## config.mk

```make
export PLATFORM = sky130hd
export DESIGN_NAME = pipe_ctrl_unit
export DESIGN_NICKNAME = d
export VERILOG_FILES = /design/src/rtl/pipe_ctrl_unit.sv
export SDC_FILE = /design/constraint.sdc
export NUM_CORES = 1
export LEC_CHECK = 0
export BUFFER_PORTS_ARGS = -buffer_cell sky130_fd_sc_hd__buf_2
export CORE_MARGIN = 1
export CORE_UTILIZATION = 48
export CTS_CLUSTER_DIAMETER = 120
export DETAILED_ROUTE_END_ITERATION = 6
export MAX_ROUTING_LAYER = met4
export PLACE_DENSITY = 0.77
export SLEW_MARGIN = 10
export SYNTH_ARGS = -nofsm -noshare
export SYNTH_HDL_FRONTEND = slang
export SYNTH_SLANG_ARGS = --single-unit
```

## constraint.sdc

```tcl
create_clock -name clk -period 1.4 [get_ports clk]
set_clock_uncertainty 0.15 [all_clocks]
set_input_delay 0.21 -clock clk [delete_from_list [all_inputs] [get_ports clk]]
set_output_delay 0.21 -clock clk [all_outputs]
set_load 0.01 [all_outputs]
```

## src/rtl/pipe_ctrl_unit.sv

```systemverilog
// pipe_ctrl_unit: main decoder of the pipelined core.
// Decodes the primary opcode into the datapath control bundle and registers
// it, so the bundle reaches EX one cycle after the opcode is presented.
// There is no valid/ready handshake. Each rising edge either resets, flushes
// (loads the NOP bundle), stalls (holds the bundle) or loads a fresh decode,
// in that priority order.
module pipe_ctrl_unit (
    input  logic       clk,
    input  logic       rst_n,
    input  logic       stall,
    input  logic       flush,
    input  logic [5:0] opcode,
    output logic       Jump,
    output logic       Jal,
    output logic       Branch,
    output logic       MemRead,
    output logic       MemWrite,
    output logic       MemtoReg,
    output logic       RegSrc,
    output logic       RegDst,
    output logic       RegWrite,
    output logic       PCSrc,
    output logic       ALUSrc,
    output logic [4:0] AluOp
);

    // ALU operation codes
    localparam logic [4:0] ALU_RTYPE = 5'b00000;
    localparam logic [4:0] ALU_ADD   = 5'b00001;
    localparam logic [4:0] ALU_ADDU  = 5'b00010;
    localparam logic [4:0] ALU_AND   = 5'b00011;
    localparam logic [4:0] ALU_OR    = 5'b00100;
    localparam logic [4:0] ALU_XOR   = 5'b00101;
    localparam logic [4:0] ALU_LUI   = 5'b00110;
    localparam logic [4:0] ALU_SLT   = 5'b00111;
    localparam logic [4:0] ALU_SLTU  = 5'b01000;
    localparam logic [4:0] ALU_SUBEQ = 5'b01001;
    localparam logic [4:0] ALU_SUBNE = 5'b01010;
    localparam logic [4:0] ALU_NOP   = 5'b11111;

    // Primary opcodes
    localparam logic [5:0] OP_RTYPE = 6'b000000;
    localparam logic [5:0] OP_LB    = 6'b100000;
    localparam logic [5:0] OP_LH    = 6'b100001;
    localparam logic [5:0] OP_LW    = 6'b100011;
    localparam logic [5:0] OP_LWU   = 6'b100111;
    localparam logic [5:0] OP_LBU   = 6'b100100;
    localparam logic [5:0] OP_LHU   = 6'b100101;
    localparam logic [5:0] OP_SB    = 6'b101000;
    localparam logic [5:0] OP_SH    = 6'b101001;
    localparam logic [5:0] OP_SW    = 6'b101011;
    localparam logic [5:0] OP_ADDI  = 6'b001000;
    localparam logic [5:0] OP_ADDIU = 6'b001001;
    localparam logic [5:0] OP_ANDI  = 6'b001100;
    localparam logic [5:0] OP_ORI   = 6'b001101;
    localparam logic [5:0] OP_XORI  = 6'b001110;
    localparam logic [5:0] OP_LUI   = 6'b001111;
    localparam logic [5:0] OP_SLTI  = 6'b001010;
    localparam logic [5:0] OP_SLTIU = 6'b001011;
    localparam logic [5:0] OP_BEQ   = 6'b000100;
    localparam logic [5:0] OP_BNE   = 6'b000101;
    localparam logic [5:0] OP_J     = 6'b000010;
    localparam logic [5:0] OP_JAL   = 6'b000011;
    localparam logic [5:0] OP_JALR  = 6'b000111;

    // Next-bundle signals from the combinational decode
    logic       dJump;
    logic       dJal;
    logic       dBranch;
    logic       dMemRead;
    logic       dMemWrite;
    logic       dMemtoReg;
    logic       dRegSrc;
    logic       dRegDst;
    logic       dRegWrite;
    logic       dPCSrc;
    logic       dALUSrc;
    logic [4:0] dAluOp;

    // Decode the opcode; anything unrecognised falls through to the NOP bundle
    always_comb begin
        dJump     = 1'b0;
        dJal      = 1'b0;
        dBranch   = 1'b0;
        dMemRead  = 1'b0;
        dMemWrite = 1'b0;
        dMemtoReg = 1'b0;
        dRegSrc   = 1'b0;
        dRegDst   = 1'b0;
        dRegWrite = 1'b0;
        dPCSrc    = 1'b0;
        dALUSrc   = 1'b0;
        dAluOp    = ALU_NOP;
        case (opcode)
            OP_RTYPE: begin
                dRegDst   = 1'b1;
                dRegWrite = 1'b1;
                dAluOp    = ALU_RTYPE;
            end
            OP_LB, OP_LH, OP_LW, OP_LWU, OP_LBU, OP_LHU: begin
                dMemRead  = 1'b1;
                dMemtoReg = 1'b1;
                dALUSrc   = 1'b1;
                dRegWrite = 1'b1;
                dAluOp    = ALU_ADD;
            end
            OP_SB, OP_SH, OP_SW: begin
                dMemWrite = 1'b1;
                dALUSrc   = 1'b1;
                dAluOp    = ALU_ADD;
            end
            OP_ADDI: begin
                dALUSrc   = 1'b1;
                dRegWrite = 1'b1;
                dAluOp    = ALU_ADD;
            end
            OP_ADDIU: begin
                dALUSrc   = 1'b1;
                dRegWrite = 1'b1;
                dAluOp    = ALU_ADDU;
            end
            OP_ANDI: begin
                dALUSrc   = 1'b1;
                dRegWrite = 1'b1;
                dRegSrc   = 1'b1;
                dAluOp    = ALU_AND;
            end
            OP_ORI: begin
                dALUSrc   = 1'b1;
                dRegWrite = 1'b1;
                dRegSrc   = 1'b1;
                dAluOp    = ALU_OR;
            end
            OP_XORI: begin
                dALUSrc   = 1'b1;
                dRegWrite = 1'b1;
                dRegSrc   = 1'b1;
                dAluOp    = ALU_XOR;
            end
            OP_LUI: begin
                dALUSrc   = 1'b1;
                dRegWrite = 1'b1;
                dAluOp    = ALU_LUI;
            end
            OP_SLTI: begin
                dALUSrc   = 1'b1;
                dRegWrite = 1'b1;
                dAluOp    = ALU_SLT;
            end
            OP_SLTIU: begin
                dALUSrc   = 1'b1;
                dRegWrite = 1'b1;
                dAluOp    = ALU_SLTU;
            end
            OP_BEQ: begin
                dBranch = 1'b1;
                dAluOp  = ALU_SUBEQ;
            end
            OP_BNE: begin
                dBranch = 1'b1;
                dAluOp  = ALU_SUBNE;
            end
            OP_J: begin
                dJump = 1'b1;
            end
            OP_JAL: begin
                dJump     = 1'b1;
                dJal      = 1'b1;
                dRegWrite = 1'b1;
            end
            OP_JALR: begin
                dJump     = 1'b1;
                dJal      = 1'b1;
                dPCSrc    = 1'b1;
                dRegWrite = 1'b1;
            end
            default: begin
                dAluOp = ALU_NOP;
            end
        endcase
    end

    // Bundle register: reset and flush load NOP, stall holds, else load decode
    always_ff @(posedge clk) begin
        if (!rst_n || flush) begin
            Jump     <= 1'b0;
            Jal      <= 1'b0;
            Branch   <= 1'b0;
            MemRead  <= 1'b0;
            MemWrite <= 1'b0;
            MemtoReg <= 1'b0;
            RegSrc   <= 1'b0;
            RegDst   <= 1'b0;
            RegWrite <= 1'b0;
            PCSrc    <= 1'b0;
            ALUSrc   <= 1'b0;
            AluOp    <= ALU_NOP;
        end else if (!stall) begin
            Jump     <= dJump;
            Jal      <= dJal;
            Branch   <= dBranch;
            MemRead  <= dMemRead;
            MemWrite <= dMemWrite;
            MemtoReg <= dMemtoReg;
            RegSrc   <= dRegSrc;
            RegDst   <= dRegDst;
            RegWrite <= dRegWrite;
            PCSrc    <= dPCSrc;
            ALUSrc   <= dALUSrc;
            AluOp    <= dAluOp;
        end
    end

endmodule

```

=== Yosys cells after proc, flatten, opt, wreduce, memory -nomap -nowiden ===
Cells that the tools add are included.

* Bits in registers: 15
* Input bits: 10
* Output and inout bits: 16
* Logic and storage cells: 56

* Equality and inequality tests: 22
* Mux-type cells: 11
* Reductions and logical operators: 12

{| class="wikitable"
|+ Operators with widths
! kind !! number
|-
| $pmux W5 S11 || 1
|-
| $eq A6 B6 Y1 const B || 9
|-
| $eq A6 B4 Y1 const B || 8
|-
| $reduce_or A17 Y1 || 2
|-
| $eq A6 B3 Y1 const B || 3
|-
| $eq A6 B2 Y1 const B || 2
|-
| $mux W1 || 10
|-
| $reduce_or A10 Y1 || 1
|-
| $reduce_or A3 Y1 || 3
|-
| $logic_not A6 Y1 || 1
|-
| $reduce_or A6 Y1 || 1
|-
| $reduce_or A2 Y1 || 2
|-
| $logic_not A1 Y1 || 1
|-
| $logic_or A1 B1 Y1 || 1
|}

=== Logic depth before layout (Yosys ltp) ===
Gate-level depths: netlist of the first run.

* Depth after elaboration: 3
* Depth in mapped cells: 5

=== Worst setup path after synthesis of the first run ===
OpenSTA, ideal clock, no wires.

* Path type: input to register
* Start: input opcode[3]
* End: register AluOp[1]
* Arrival: 1,033 ps
* Path slack: 84 ps
* Stages on the path: 4
* Cells stage by stage: or2b_1 -> a221o_1 -> o21ai_2 -> o211ai_1

* Word-level cells in the longest chain between the ends: 3
* Elaborated cells between the ends (all ways): 22

{| class="wikitable"
|+ RTL lines
! what !! RTL line !! RTL
|-
| from (decl) || 12 || <nowiki>input logic [5:0] opcode,</nowiki>
|-
| $eq A6 B4 Y1 or $eq A6 B6 Y1 (tied branches) || 94 || <nowiki>case (opcode)</nowiki>
|-
| $reduce_or A10 Y1 (no line) || -- ||
|-
| $pmux W5 S11 (*) || 94 ||
|-
| to (signal assigned) || 210 || <nowiki>AluOp <= dAluOp;</nowiki>
|-
| to (decl) || 24 || <nowiki>output logic [4:0] AluOp</nowiki>
|}

Mark *: on every way between the ends. The rest lies on a longest branch, timed or not.
A chain may end at the register's enable or synchronous reset.

=== Worst setup path in the final report of the first run ===
* Start: input opcode[2]
* End: register AluOp[1]

The elaborated chain is that of the path after synthesis.

==> flow_metrics.env, run 1 <==
export IMPL_rr_startpoint="AluOp[3]"
export IMPL_setup_violations_final=0
export IMPL_cts_resized=0
export IMPL_ys_ff_latch=15
export IMPL_min_from="opcode[1]"
export IMPL_syn_area_per_cell_um2=8.30
export IMPL_grt_pass1_wl_mm=3.21
export IMPL_htreeDepth=1
export IMPL_hold_path_cell_count=3
export IMPL_slew_violations=0
export IMPL_power_density_nw_per_um2=837
export IMPL_fill_cells=145
export IMPL_synth_cells=93
export IMPL_grt_setup_unrepaired="false"
export IMPL_worstHoldEndpoint="Jump"
export IMPL_globalplace_congestion=0.816
export IMPL_power_switching_mw=0.253
export IMPL_period_minus_slack_ps=1280
export IMPL_crit_path_max_fanout=5
export IMPL_worst_ir_drop_vdd_mv=0.564
export IMPL_final_hold_violation_count=0
export IMPL_std_cell_rows=14
export IMPL_slew_headroom_pct=75.9
export IMPL_io_pins=26
export IMPL_hold_class="in2reg"
export IMPL_cts_hold_buf=0
export IMPL_tns_ps=0
export IMPL_met2RoutedLength_um=861
export IMPL_clock_path_buffers=2
export IMPL_cts_clk_slew_worst_paths_ps=100
export IMPL_post_cts_buffers=0
export IMPL_grt_pass1_vias=762
export IMPL_p_clk_share_pct=29.1
export IMPL_dp_final_hpwl_mm=1.43
export IMPL_ys_seq_area_share_pct=38.9
export IMPL_drc=0
export IMPL_nets=146
export IMPL_p_sw_share_pct=28.7
export IMPL_dp_cells=147
export IMPL_arrival_ps=1300
export IMPL_antenna_found_initial=0
export IMPL_r2r_end="AluOp[3]"
export IMPL_grt_use_total_pct=23.7
export IMPL_grt_max_degree=11
export IMPL_status="completed"
export IMPL_cp_required_ps=1410
export IMPL_clkLatencyLatePin_ps=280
export IMPL_intPower_mw=0.629
export IMPL_dr_wl_met3_um=88
export IMPL_tritoncts="done"
export IMPL_power_total_mw=0.882
export IMPL_drt_initial_drc_count=12
export IMPL_cts_buffers=3
export IMPL_r2r_cells=2
export IMPL_end_kind="flip-flop"
export IMPL_yosysUniqueCellTypes=36
export IMPL_drive_gt1_share_pct=41.5
export IMPL_ant_nets=0
export IMPL_p_leak_nw=0.472
export IMPL_crit_path_start_kind="input pin"
export IMPL_top_layer_used="met4"
export IMPL_max_cap_violations=0
export IMPL_via_count=839
export IMPL_wl_met1_um=910
export IMPL_dr_pass1_iters=4
export IMPL_antenna_cells=0
export IMPL_max_freq_mhz=780
export IMPL_worst_pin_slew_ps=362
export IMPL_initial_core_util_pct=51.2
export IMPL_syn_num_nets=103
export IMPL_die_y_um=42.1
export IMPL_power_frac_comb_pct=20.9
export IMPL_seq_power_share_pct=50.0
export IMPL_core_area_um2=1510
export IMPL_final_cells=151
export IMPL_overflow=0
export IMPL_area_delta_synth_final_pct=36.5
export IMPL_die_w_um=42.1
export IMPL_fin_crit_sh_pct=91.6
export IMPL_cts_num_sinks=15
export IMPL_drt_wl_total_mm=1.89
export IMPL_wl_per_cell_um=12.5
export IMPL_reg2reg_slack_ps=430
export IMPL_clock_root_buffer="clkbuf_4"
export IMPL_die_area_um2=1770
export IMPL_crit_type="in2reg"
export IMPL_portBuffers=25
export IMPL_ys_warn_count=0
export IMPL_netlist_area_um2=772
export IMPL_vias_per_cell=5.56
[worst max path at each step]
stage / start / to / slack [ps]
4_1_cts: opcode[2] / AluOp[1] / 130
2_1_floorplan: opcode[3] / AluOp[1] / 80
3_3_place_gp: opcode[2] / AluOp[1] / -120
6_report: opcode[2] / AluOp[1] / 120
5_1_grt: opcode[2] / AluOp[1] / 60
3_5_place_dp: opcode[2] / AluOp[1] / -180
[critical path, stage by stage]
cell and delay (ps):
buf_2 110, or2b_1 250, a221o_1 310, o21ai_2 270, o211ai_1 150
[cell usage after synthesis, drive strengths merged]
library cell	count	area [um^2]
nand3	4	20.0
a32oi	3	26.3
mux2i	1	10.0
a311o	1	10.0
o211ai	1	7.51
a21oi	9	45.0
nand3b	1	7.51
a221oi	2	23.8
buf	6	41.3
nand2	12	45.0
o21bai	1	7.51
nor2	9	36.3
nor3	2	15.0
or2b	1	7.51
a41oi	1	16.3
nor2b	1	6.26
o21ai	2	13.8
xnor2	2	17.5
nand4	2	12.5
o2111ai	2	17.5
inv	5	18.8
nand2b	3	18.8
a21boi	1	7.51
a221o	1	10.0
and3	1	6.26
dfxtp	15	300
a2bb2o	1	10.0
nor4	1	6.26
clkbuf	2	7.51
[per-layer routing]
layer	up-vias	track usage [%]
li1	418	-
met1	387	29.3
met2	29	39.4
met3	5	4.31
met4	0	7.50
met5	-	-
[through the flow]
| step | hold WS [ps] | cell area [um^2] | util [%] | worst slack (ps) |
|---|---|---|---|---|
| after floorplan | 219 | 772 | - | 84.1 |
| after global placement | 293 | 1030 | 68.1 | -120 |
| after detailed placement | 300 | 1030 | 68.1 | -180 |
| after CTS | 109 | 1050 | 69.9 | 126 |
| after global routing | 109 | 1050 | 69.9 | 61.6 |
| final | 111 | 1050 | 69.9 | 117 |
[flip-flops by register name, summed over array words and instances (netlist names)]
name and flops:
Jump 1, MemtoReg 1, MemWrite 1, PCSrc 1, Jal 1, AluOp 5
Branch 1, RegDst 1, ALUSrc 1, RegSrc 1, RegWrite 1
[cells by family (layout without fill, tap and decap cells)]
logic type      Yosys count  count (layout)  synth area share [%]
xor+xnor                  2               2                  2.27
simple gates             37              37                  23.5
flops                    15              15                  38.9
mux                       1               1                  1.30
compound gates           25              25                  25.3
buf+inv                  13              55                  8.75
[final cells by class]
| cell class | instances | area [um^2] | share of cell area [%] |
|---|---|---|---|
| Multi-Input combinational cell | 65 | 404 | 38.4 |
| Clock inverter | 1 | 5.00 | 0.475 |
| Tap cell | 16 | 20.0 | 1.90 |
| Clock buffer | 3 | 22.5 | 2.14 |
| Sequential cell | 15 | 300 | 28.5 |
| Timing Repair Buffer | 46 | 283 | 26.8 |
| Inverter | 5 | 18.8 | 1.78 |
[cells in the final DEF, fill, tap and decap left out, types with 2 or more instances in the layout]
master	count
buf_2	25
a32oi_1	3
buf_4	21
clkbuf_4	3
nand3_1	4
o2111ai_1	2
dfxtp_1	15
nor2_1	8
a21oi_1	9
nand2b_1	3
nand4_1	2
inv_1	4
nand2_1	12
xnor2_1	2
[power groups by stage]
| stage | Combinational, mW | Sequential (mW) | Clock (mW) |
|---|---|---|---|
| after floorplan | 0.0961 | 0.455 | 0 |
| after global placement | 0.179 | 0.450 | 0 |
| after detailed placement | 0.182 | 0.450 | 0 |
| after CTS | 0.183 | 0.441 | 0.261 |
| after global routing | 0.202 | 0.442 | 0.286 |
| final | 0.184 | 0.441 | 0.257 |
(Power assumes the default switching activity.)
==> run 2: changes to the inputs <==
--- a/config.mk
+++ b/config.mk
@@ -5,13 +5,14 @@
 export SDC_FILE = /design/constraint.sdc
 export NUM_CORES = 1
 export LEC_CHECK = 0
-export BUFFER_PORTS_ARGS = -buffer_cell sky130_fd_sc_hd__buf_2
+export BUFFER_PORTS_ARGS = -buffer_cell sky130_fd_sc_hd__buf_4
 export CORE_MARGIN = 1
 export CORE_UTILIZATION = 48
 export CTS_CLUSTER_DIAMETER = 120
 export DETAILED_ROUTE_END_ITERATION = 6
 export MAX_ROUTING_LAYER = met4
-export PLACE_DENSITY = 0.77
+export PLACE_DENSITY = 0.85
+export REMOVE_ABC_BUFFERS = 1
 export SLEW_MARGIN = 10
 export SYNTH_ARGS = -nofsm -noshare
 export SYNTH_HDL_FRONTEND = slang
==> flow_metrics.env, run 2 (synthesis gave the netlist of run 1 again) <==
export IMPL_fill_cells=135
export IMPL_dp_slack_ps=-92.6
export IMPL_cts_num_sinks=15
export IMPL_ant_nets=0
export IMPL_initial_core_util_pct=51.2
export IMPL_setup_slack_ps=192
export IMPL_clkLatencyLatePin_ps=280
export IMPL_crit_path_max_fanout=5
export IMPL_p_clk_share_pct=29.0
export IMPL_cts_hold_buf=0
export IMPL_nets=136
export IMPL_end_kind="flip-flop"
export IMPL_wl_per_cell_um=13.3
export IMPL_overflow=0
export IMPL_slew_headroom_pct=75.3
export IMPL_crit_chain="buf_4, or2b_1, a221o_1, o21ai_2, o211ai_1"
export IMPL_antenna_cells=0
export IMPL_final_common_cell="buf_4"
export IMPL_clock_path_buffers=2
export IMPL_design_area_um2=1040
export IMPL_die_y_um=42.1
export IMPL_worst_pin_slew_ps=367
export IMPL_crit_type="in2reg"
export IMPL_dp_final_hpwl_mm=1.40
export IMPL_max_freq_mhz=828
export IMPL_tritoncts="done"
export IMPL_hold_class="in2reg"
export IMPL_fin_crit_sh_pct=86.3
export IMPL_die_area_um2=1770
export IMPL_top_register="AluOp"
export IMPL_dr_pass1_iters=4
export IMPL_tns_ps=0
export IMPL_cts_resized=0
export IMPL_grt_pass1_wl_mm=3.05
export IMPL_arrival_ps=1220
export IMPL_power_density_nw_per_um2=835
export IMPL_worst_ir_drop_vdd_mv=0.501
export IMPL_layout_common_cells="buf_4 (36), dfxtp_1 (15), nand2_1 (12), a21oi_1 (9), nor2_1 (8)"
export IMPL_path_delay_family="compound AO/OA/AOI/OAI gates"
export IMPL_p_sw_share_pct=27.5
export IMPL_largest_reg_flops=5
export IMPL_final_hold_violation_count=0
export IMPL_power_frac_comb_pct=20.2
export IMPL_seq_power_share_pct=50.8
export IMPL_htreeDepth=1
export IMPL_power_switching_mw=0.239
export IMPL_drt_initial_drc_count=23
export IMPL_p_leak_nw=0.437
export IMPL_globalplace_congestion=0.875
export IMPL_clock_root_buffer="clkbuf_4"
export IMPL_crit_buf_inv=1
export IMPL_portBuffers=25
export IMPL_grt_use_total_pct=23.4
export IMPL_die_w_um=42.1
export IMPL_drive_gt1_share_pct=36.0
export IMPL_cp_required_ps=1410
export IMPL_io_pins=26
export IMPL_area_delta_synth_final_pct=34.7
export IMPL_status="completed"
export IMPL_intPower_mw=0.629
export IMPL_grt_setup_unrepaired="false"
export IMPL_slowest_stage="a221o_1"
export IMPL_core_area_um2=1510
export IMPL_setup_violations_final=0
export IMPL_max_cap_violations=0
export IMPL_grt_pass1_vias=703
export IMPL_crit_path_start_kind="input pin"
export IMPL_postPlaceCellArea_um2=1010
export IMPL_cts_buffers=3
export IMPL_post_cts_buffers=0
export IMPL_std_cell_rows=14
export IMPL_vias_per_cell=5.65
export IMPL_grt_max_degree=13
export IMPL_antenna_found_initial=0
export IMPL_cp_slowest_stage_delay_ps=310
export IMPL_drc=0
export IMPL_cts_clk_slew_worst_paths_ps=90
export IMPL_period_minus_slack_ps=1210
export IMPL_drt_wl_total_mm=1.88
export IMPL_slew_violations=0
export IMPL_via_count=797
[run 2: cell count changes in the layout (fill, tap and decap cells not counted)]
cell | before | now
buf_2 | 25 | 0
clkbuf_1 | 0 | 1
buf_4 | 21 | 36
clkinv_2 | 1 | 0
[run 2: path summary, 6_finish.rpt]
path | startpoint | cells past startpoint | slack (ps) | end
worst min-delay path | opcode[1] | 3 | 100 | Jump
worst max-delay path | opcode[2] | 5 | 190 | AluOp[1]
worst min register to register | Jump | 2 | 320 | Jump
worst max register to register | AluOp[3] | 2 | 460 | AluOp[3]
[run 2: worst reg2reg max path, delay by kind of cell, from the launching register on]
kind            cells  cell delay (ps)
simple gates        1               80
compound gates      1              280
flops               1              330
[run 2: stage by stage]
stage | hold WS, ps | std cells | total power [mW] | util, %
2_1_floorplan | 149 | 85 | 0.523 | -
3_3_place_gp | 299 | 137 | 0.618 | 67.3
3_5_place_dp | 305 | 137 | 0.624 | 67.3
4_1_cts | 82.2 | 141 | 0.876 | 69.0
5_1_grt | 91.7 | 141 | 0.910 | 69.0
6_report | 98.0 | 141 | 0.868 | 69.0
[run 2: final cells by class]
cell class                      instances  area (um^2)  share of cell area, %
Tap cell                               16         20.0                   1.93
Timing Repair Buffer                   36          270                   26.0
Sequential cell                        15          300                   28.9
Multi-Input combinational cell         65          404                   38.9
Inverter                                5         18.8                   1.81
Clock buffer                            4         26.3                   2.53
[run 2: routing by layer]
metal  track usage, %  up-vias  part of all wire, %
li1                 -      396                    -
met1             30.4      364                   45
met2             35.6       33                   48
met3             3.88        4                  5.4
met4             11.3        0                  1.3
met5                -        -                    0
[run 2: power by group through the flow]
| stage | Sequential (mW) | Clock (mW) | Combinational [mW] |
|---|---|---|---|
| floorplan | 0.456 | 0 | 0.0677 |
| global placement | 0.451 | 0 | 0.168 |
| detailed placement | 0.451 | 0 | 0.173 |
| CTS | 0.441 | 0.261 | 0.174 |
| global route | 0.442 | 0.278 | 0.189 |
| finish | 0.441 | 0.252 | 0.175 |
